### config.mk
export PLATFORM = sky130hd
export DESIGN_NAME = mdr_mult_seq
export DESIGN_NICKNAME = d
export VERILOG_FILES = /design/src/rtl/mdr_mult_seq.sv
export SDC_FILE = /design/constraint.sdc
export NUM_CORES = 1
export LEC_CHECK = 0
export ABC_AREA = 1
export CORE_MARGIN = 1.5
export CORE_UTILIZATION = 60
export CTS_CLUSTER_DIAMETER = 30
export DETAILED_ROUTE_END_ITERATION = 8
export DONT_BUFFER_PORTS = 1
export HOLD_SLACK_MARGIN = 0.15
export PLACE_DENSITY = 0.81
export SYNTH_ARGS = -nofsm -noshare
export SYNTH_HDL_FRONTEND = slang
export SYNTH_SLANG_ARGS = --single-unit
### constraint.sdc
create_clock -name clk -period 2.5 [get_ports clk]
set_input_delay 0.25 -clock clk [delete_from_list [all_inputs] [get_ports clk]]
set_output_delay 0.25 -clock clk [all_outputs]
set_load 0.01 [all_outputs]
### src/rtl/mdr_mult_seq.sv
// Sequential shift-add multiplier: DW iterations of add-and-shift, product held until the next DONE.
// Optional build macro MDR_MULT_SIGNED_EN selects two's-complement operands (sign/magnitude around the core).
module mdr_mult_seq #(
    parameter int DW = 16,
    parameter int CW = $clog2(DW) + 1
) (
    input  logic            clk,
    input  logic            rst,
    input  logic            i_start,
    input  logic [DW-1:0]   i_multiplicand,
    input  logic [DW-1:0]   i_multiplier,
    output logic            o_busy,
    output logic            o_done,
    output logic [2*DW-1:0] o_product
);

    // state  | meaning
    // IDLE   | waiting for i_start; operands captured on the accepting edge
    // LOAD   | accumulator <- {0, multiplier}, counter cleared
    // RUN    | one add-and-shift iteration per cycle, DW cycles
    // DONE   | product valid, o_done high for this cycle only
    typedef enum logic [1:0] {
        S_IDLE,
        S_LOAD,
        S_RUN,
        S_DONE
    } state_t;

    localparam int PW = 2 * DW;

    state_t        state_q, state_d;
    logic          load_op, load_acc, run_step, finish;

    logic [DW-1:0] mcand_q, mplier_q;
    logic [DW-1:0] mcand_mag, mplier_mag;
    logic [PW-1:0] acc_q, acc_next;
    logic [DW:0]   sum;
    logic [CW-1:0] cnt_q;
    logic [PW-1:0] prod_fix;
    logic [PW-1:0] product_q;
    logic          busy_q, done_q;

    always_ff @(posedge clk or negedge rst) begin
        if (!rst) begin
            state_q <= S_IDLE;
        end else begin
            state_q <= state_d;
        end
    end

    always_comb begin
        state_d  = state_q;
        load_op  = 1'b0;
        load_acc = 1'b0;
        run_step = 1'b0;
        finish   = 1'b0;
        case (state_q)
            S_IDLE: begin
                if (i_start) begin
                    state_d = S_LOAD;
                    load_op = 1'b1;
                end
            end
            S_LOAD: begin
                state_d  = S_RUN;
                load_acc = 1'b1;
            end
            S_RUN: begin
                run_step = 1'b1;
                if (cnt_q == CW'(DW - 1)) begin
                    state_d = S_DONE;
                    finish  = 1'b1;
                end
            end
            S_DONE: begin
                state_d = S_IDLE;
            end
            default: begin
                state_d = S_IDLE;
            end
        endcase
    end

    // The add carry lands in hi[DW-1] after the shift, so the stored accumulator needs no extra bit.
    assign sum      = acc_q[0] ? ({1'b0, acc_q[PW-1:DW]} + {1'b0, mcand_q})
                               : {1'b0, acc_q[PW-1:DW]};
    assign acc_next = {sum, acc_q[DW-1:1]};

`ifdef MDR_MULT_SIGNED_EN
    logic sign_q;

    // Most-negative value maps onto itself, which is the correct unsigned magnitude.
    assign mcand_mag  = mcand_q[DW-1]  ? (~mcand_q  + DW'(1)) : mcand_q;
    assign mplier_mag = mplier_q[DW-1] ? (~mplier_q + DW'(1)) : mplier_q;
    assign prod_fix   = sign_q ? (~acc_next + PW'(1)) : acc_next;

    always_ff @(posedge clk or negedge rst) begin
        if (!rst) begin
            sign_q <= 1'b0;
        end else if (load_acc) begin
            sign_q <= mcand_q[DW-1] ^ mplier_q[DW-1];
        end
    end
`else
    assign mcand_mag  = mcand_q;
    assign mplier_mag = mplier_q;
    assign prod_fix   = acc_next;
`endif

    always_ff @(posedge clk or negedge rst) begin
        if (!rst) begin
            mcand_q   <= '0;
            mplier_q  <= '0;
            acc_q     <= '0;
            cnt_q     <= '0;
            product_q <= '0;
            busy_q    <= 1'b0;
            done_q    <= 1'b0;
        end else begin
            if (load_op) begin
                mcand_q  <= i_multiplicand;
                mplier_q <= i_multiplier;
            end
            if (load_acc) begin
                mcand_q <= mcand_mag;
                acc_q   <= {{DW{1'b0}}, mplier_mag};
                cnt_q   <= '0;
            end
            if (run_step) begin
                acc_q <= acc_next;
                cnt_q <= cnt_q + CW'(1);
            end
            // Product is captured from the final iteration so it is valid on entry to DONE.
            if (finish) begin
                product_q <= prod_fix;
            end
            busy_q <= (state_d != S_IDLE);
            done_q <= (state_d == S_DONE);
        end
    end

    assign o_busy    = busy_q;
    assign o_done    = done_q;
    assign o_product = product_q;

endmodule
======== Word-level counts from Yosys, hierarchy flattened ========
Cells that the tools add are included.
word-level totals
  bits in writable memories ............... 0
  latch bits .............................. 0
  input port bits ......................... 35
  memories ................................ 0
  output and inout port bits .............. 34
  logic and storage cells ................. 34
  bits in registers ....................... 105
  bits in read-only memories .............. 0
cells by class
  $lt $le $gt $ge ......................... 0
  $add $sub $neg .......................... 2
  multiply operators ...................... 0
  multiplexer cells ....................... 14
  div/mod/pow operators ................... 0
  reduce and logical (&&, ||, !) cells .... 4
  shift-type cells ........................ 0
  eq/ne operators ......................... 5
  bitwise gates (word level) .............. 1
operator list
  operator                                                                count
  32-bit 2-to-1 mux                                                       2
  16-bit by 16-bit adder with 17-bit output                               1
  17-bit 2-to-1 mux                                                       1
  5-bit 2-to-1 mux                                                        2
  2-bit case mux with 4 select lines                                      1
  2-bit equality test (second input constant)                             3
  1-bit 2-to-1 mux                                                        6
  5-bit by 1-bit adder with 5-bit output (second input constant)          1
  5-bit by 4-bit equality test with 1-bit output (second input constant)  1
  2-bit 2-to-1 mux                                                        2
  2-bit nonzero test                                                      2
  2-bit by 1-bit equality test with 1-bit output (second input constant)  1
  2-bit zero test                                                         1
  2-bit AND reduction                                                     1
  1-bit inverter                                                          1

======== Longest topological paths before layout ========
  depth in word-level cells ............... 4
  gate-level depth with buffers ........... 12
  depth with buffers taken out ............ 12

======== Worst setup path before layout ========
No wires, ideal clock.
  path kind ............................... register to register
  start ................................... reg mcand_q[0] (netlist: mcand_mag[0])
  end ..................................... reg acc_q[27]
  stages on the path, launching flop included .. 12
  setup time .............................. 118 ps
  path buffers ............................ 0
  setup slack ............................. 734 ps
  arrival time ............................ 1648 ps
  clock period less this slack ............ 1766 ps
  required time ........................... 2382 ps
  cell sequence ........................... dfrtp_1 -> ha_1 -> fa_1 -> nand2_1 -> nand2_1 -> and2_1 -> nand3_1 -> nand3_1 -> nand2_1 -> nand3_1 -> nand3_1 -> nand2_1
between the ends
  cells in the longest elaborated chain, start to end .. 3
ends and longest elaborated chain
  element                                    line  RTL
  from (decl)                                34    logic [DW-1:0] mcand_q, mplier_q;
  from (signal assigned)                     121   mcand_q <= i_multiplicand;
  from (signal assigned)                     125   mcand_q <= mcand_mag;
  16-bit by 16-bit adder with 17-bit output  85    assign sum = acc_q[0] ? ({1'b0, acc_q[PW-1:DW]} + {1'b0, mcand_q})
  17-bit 2-to-1 mux                          85
  32-bit 2-to-1 mux                          129   if (run_step) begin
  to (signal assigned)                       126   acc_q <= {{DW{1'b0}}, mplier_mag};
  to (signal assigned)                       130   acc_q <= acc_next;
  to (decl)                                  36    logic [PW-1:0] acc_q, acc_next;
Every way passes these cells.
A chain may end at the register's enable or synchronous reset.

======== Final worst setup path ========
  start ................................... reg mcand_q[0] (netlist: mcand_mag[0])
  end ..................................... reg acc_q[31]
Same word-level chain as after synthesis.

==> metrics <==
Root Driver clkbuf_8; Worst Tran Pin Value 1010 ps; largest net degree at the start of global routing between 100 and 150; Avg Cell Area, Syn about 9.0 µm²; Finished Cell Area around 5800 µm²; XOR/XNOR share of the synthesized area 0.00676; # nets final about 670; DIE HEIGHT between 90 and 100 µm; number of synthesis warnings 0; footprint of the multi-input gates around 2200 µm²; first-pass GRT wire length 18400 µm; H-Tree Level Count 3; PortBufs 0; synthesized cell area around 5200 µm²; run status finished with violations; DP HPWL 7430 µm; number of max-cap violations 0; Area after DPL 5280 µm²; PostCTS Resize Cnt 0; RSZ-0062 raised after global routing false; Post-Synth Simple-Gate Area 0.203; gpl congestion a little over 0.9; #FFs+latches synth 105; antenna fix cells 0; antenna viol nets, final 0; CP Data Required Time approximately 2800 ps; initial core utilization 0.625; Startpoint Class flop; Post-Synthesis Cells 576; Post-CTS Setup Bufs 0; via count between 3000 and 4000; Tcrit/Tclk final 0.792; Fin Hold WS -441 ps; sequential share of the synthesized area 0.507; register area 2630 µm²; area delta synth->final 11.9%; clock slew at reported path FFs 100 ps; TritonCTS Buffers 9; die area between 9000 and 10000 µm²; Synth Area in Adders 0.0569; Worst VDD drop 722 µV; kind of critical path reg2reg; Critical R2R Launch mcand_mag[0]; 1st-iter DRT viols 136; total power roughly 7300 µW; Slew Limit Headroom 0.329; Worst Skew 12.9 ps; fill count 625; Hold Crit Class in2async; GRT Resource Usage Total 0.263; main combinational cell family by area after synthesis simple AND/OR/NAND/NOR gates; Worst Setup SP mcand_mag[0]; mux contribution to synthesized area 0.0767; Slew Viols, Final 0; Routed WL approximately 11000 µm; Hold Buf Count CTS 33; Compound-Gate Fraction of Synth Area 0.0804; PwrDens 1250 nW/µm²; vias in the first global route ~4100; grt total ovfl 0; core box area just over 8000 µm²; Final Setup Violations 0; Place WS between 500 and 600 ps; DRC errors left 0; DR vias/cell approximately 5.5; Synth area leaders dfrtp_1, nand2_1, ha_1; share of cells above drive strength 1 0.106; wire per inst 15.2 µm; clk_lat worst skew 380 ps; row cnt 33; Final Hold Vio Count approximately 110; Die X-Extent between 90 and 100 µm; min cycle time layout roughly 2000 ps; CP Capture Type flop; Top-Level Pins 69; Setup TNS 0 ps; Sink Count 105; initial antenna violation count 0; fmax approximately 0.5 GHz; CP arrival approximately 2200 ps; Static Leak 0.00297 µW; drt pass-1 iters 6; Setup WS post-layout around 520 ps; Synth area leader dfrtp_1; CTS tree yes; post-synth net total 634; top cell type's share of synthesized area 0.507; Netlist cell types 34; Max Buffers Root-to-Sink 2; crit-path max FO 3; R2R depth 11; failing checks negative hold slack
synth_stat cells (all sizes together):
cell type	instances
ha	22
fa	1
o21ai	38
clkbuf	13
clkinv	1
o221ai	15
nor3	6
xor2	1
a21oi	9
inv	68
nor2	16
nand2	178
nand3b	2
o211ai	2
dfrtp	105
o21a	2
o22ai	2
mux2	32
xnor2	3
a211oi	1
or2	10
and2	1
nand4	1
nand3	40
buf	7
report_power, final:
part           internal (µW)  leakage [µW]  switching [µW]
Sequential              2270       0.00136             397
Clock                    394     0.0000978             641
Combinational           1460       0.00151            2090
Total                   4130       0.00297            3120
layout make-up:
cell class	count	area share
Timing Repair Buffer	41	0.0673
Clock inverter	6	0.0116
Tap cell	105	0.0226
Clock buffer	10	0.0220
Inverter	69	0.0446
Sequential cell	105	0.453
Multi-Input combinational cell	382	0.379
routing by layer:
| layer | share of wire | track usage | vias up |
|---|---|---|---|
| met5 | 0 | 0 | - |
| li1 | - | - | 1933 |
| met4 | 0.013 | 0.0833 | 0 |
| met1 | 0.41 | 0.307 | 1937 |
| met3 | 0.041 | 0.0569 | 13 |
| met2 | 0.53 | 0.479 | 75 |
worst max-delay path: stages, from the launching register on:
cell     delay, ps
dfrtp_1        390
ha_1           220
fa_1           410
nand2_1         80
nand2_1         60
and2_1         170
nand3_1        110
nand3_1        100
nand2_1         80
nand2_1         80
nand3_1         80
o21ai_1         80
state kept, by name, indices dropped and copies added, names as in the netlist:
name,flops
acc_q,32
o_product,32
mcand_mag,16
mplier_mag,16
cnt_q,5
state_q,2
o_busy,1
o_done,1
through the flow:
stage                     utilization  cells
after floorplan                     -    576
after global placement          0.636    669
after detailed placement        0.636    669
after CTS                       0.699    718
after global routing            0.699    718
final                           0.699    718
cell families after synthesis:
logic type	Yosys count
AO/OA/AOI/OAI	69
adder cells (fa/ha/maj)	23
XOR/XNOR	4
flip-flops	105
buffers and inverters	89
multiplexers	32
AND/OR/NAND/NOR	254
cell usage in the layout (no fill, tap or decap), types with 10 or more instances in the layout:
cell type	synthesis	final
ha_1	22	22
dfrtp_1	105	105
nand3_1	40	40
nand2_1	177	177
mux2_2	22	22
o221ai_1	15	15
dlygate4sd3_1	0	33
o21ai_0	37	37
mux2_4	10	10
inv_1	68	68
nor2_1	15	15
final timing paths:
check                                end  slack (ps)
hold / removal                 acc_q[25]        -440
max in group asynchronous      acc_q[30]        2790
min in group clk           mplier_mag[4]         350
setup reg to reg               acc_q[31]         520
hold reg to reg                 acc_q[8]         490
setup / recovery               acc_q[31]         520
No activity file was read; power rests on OpenSTA's default activity.
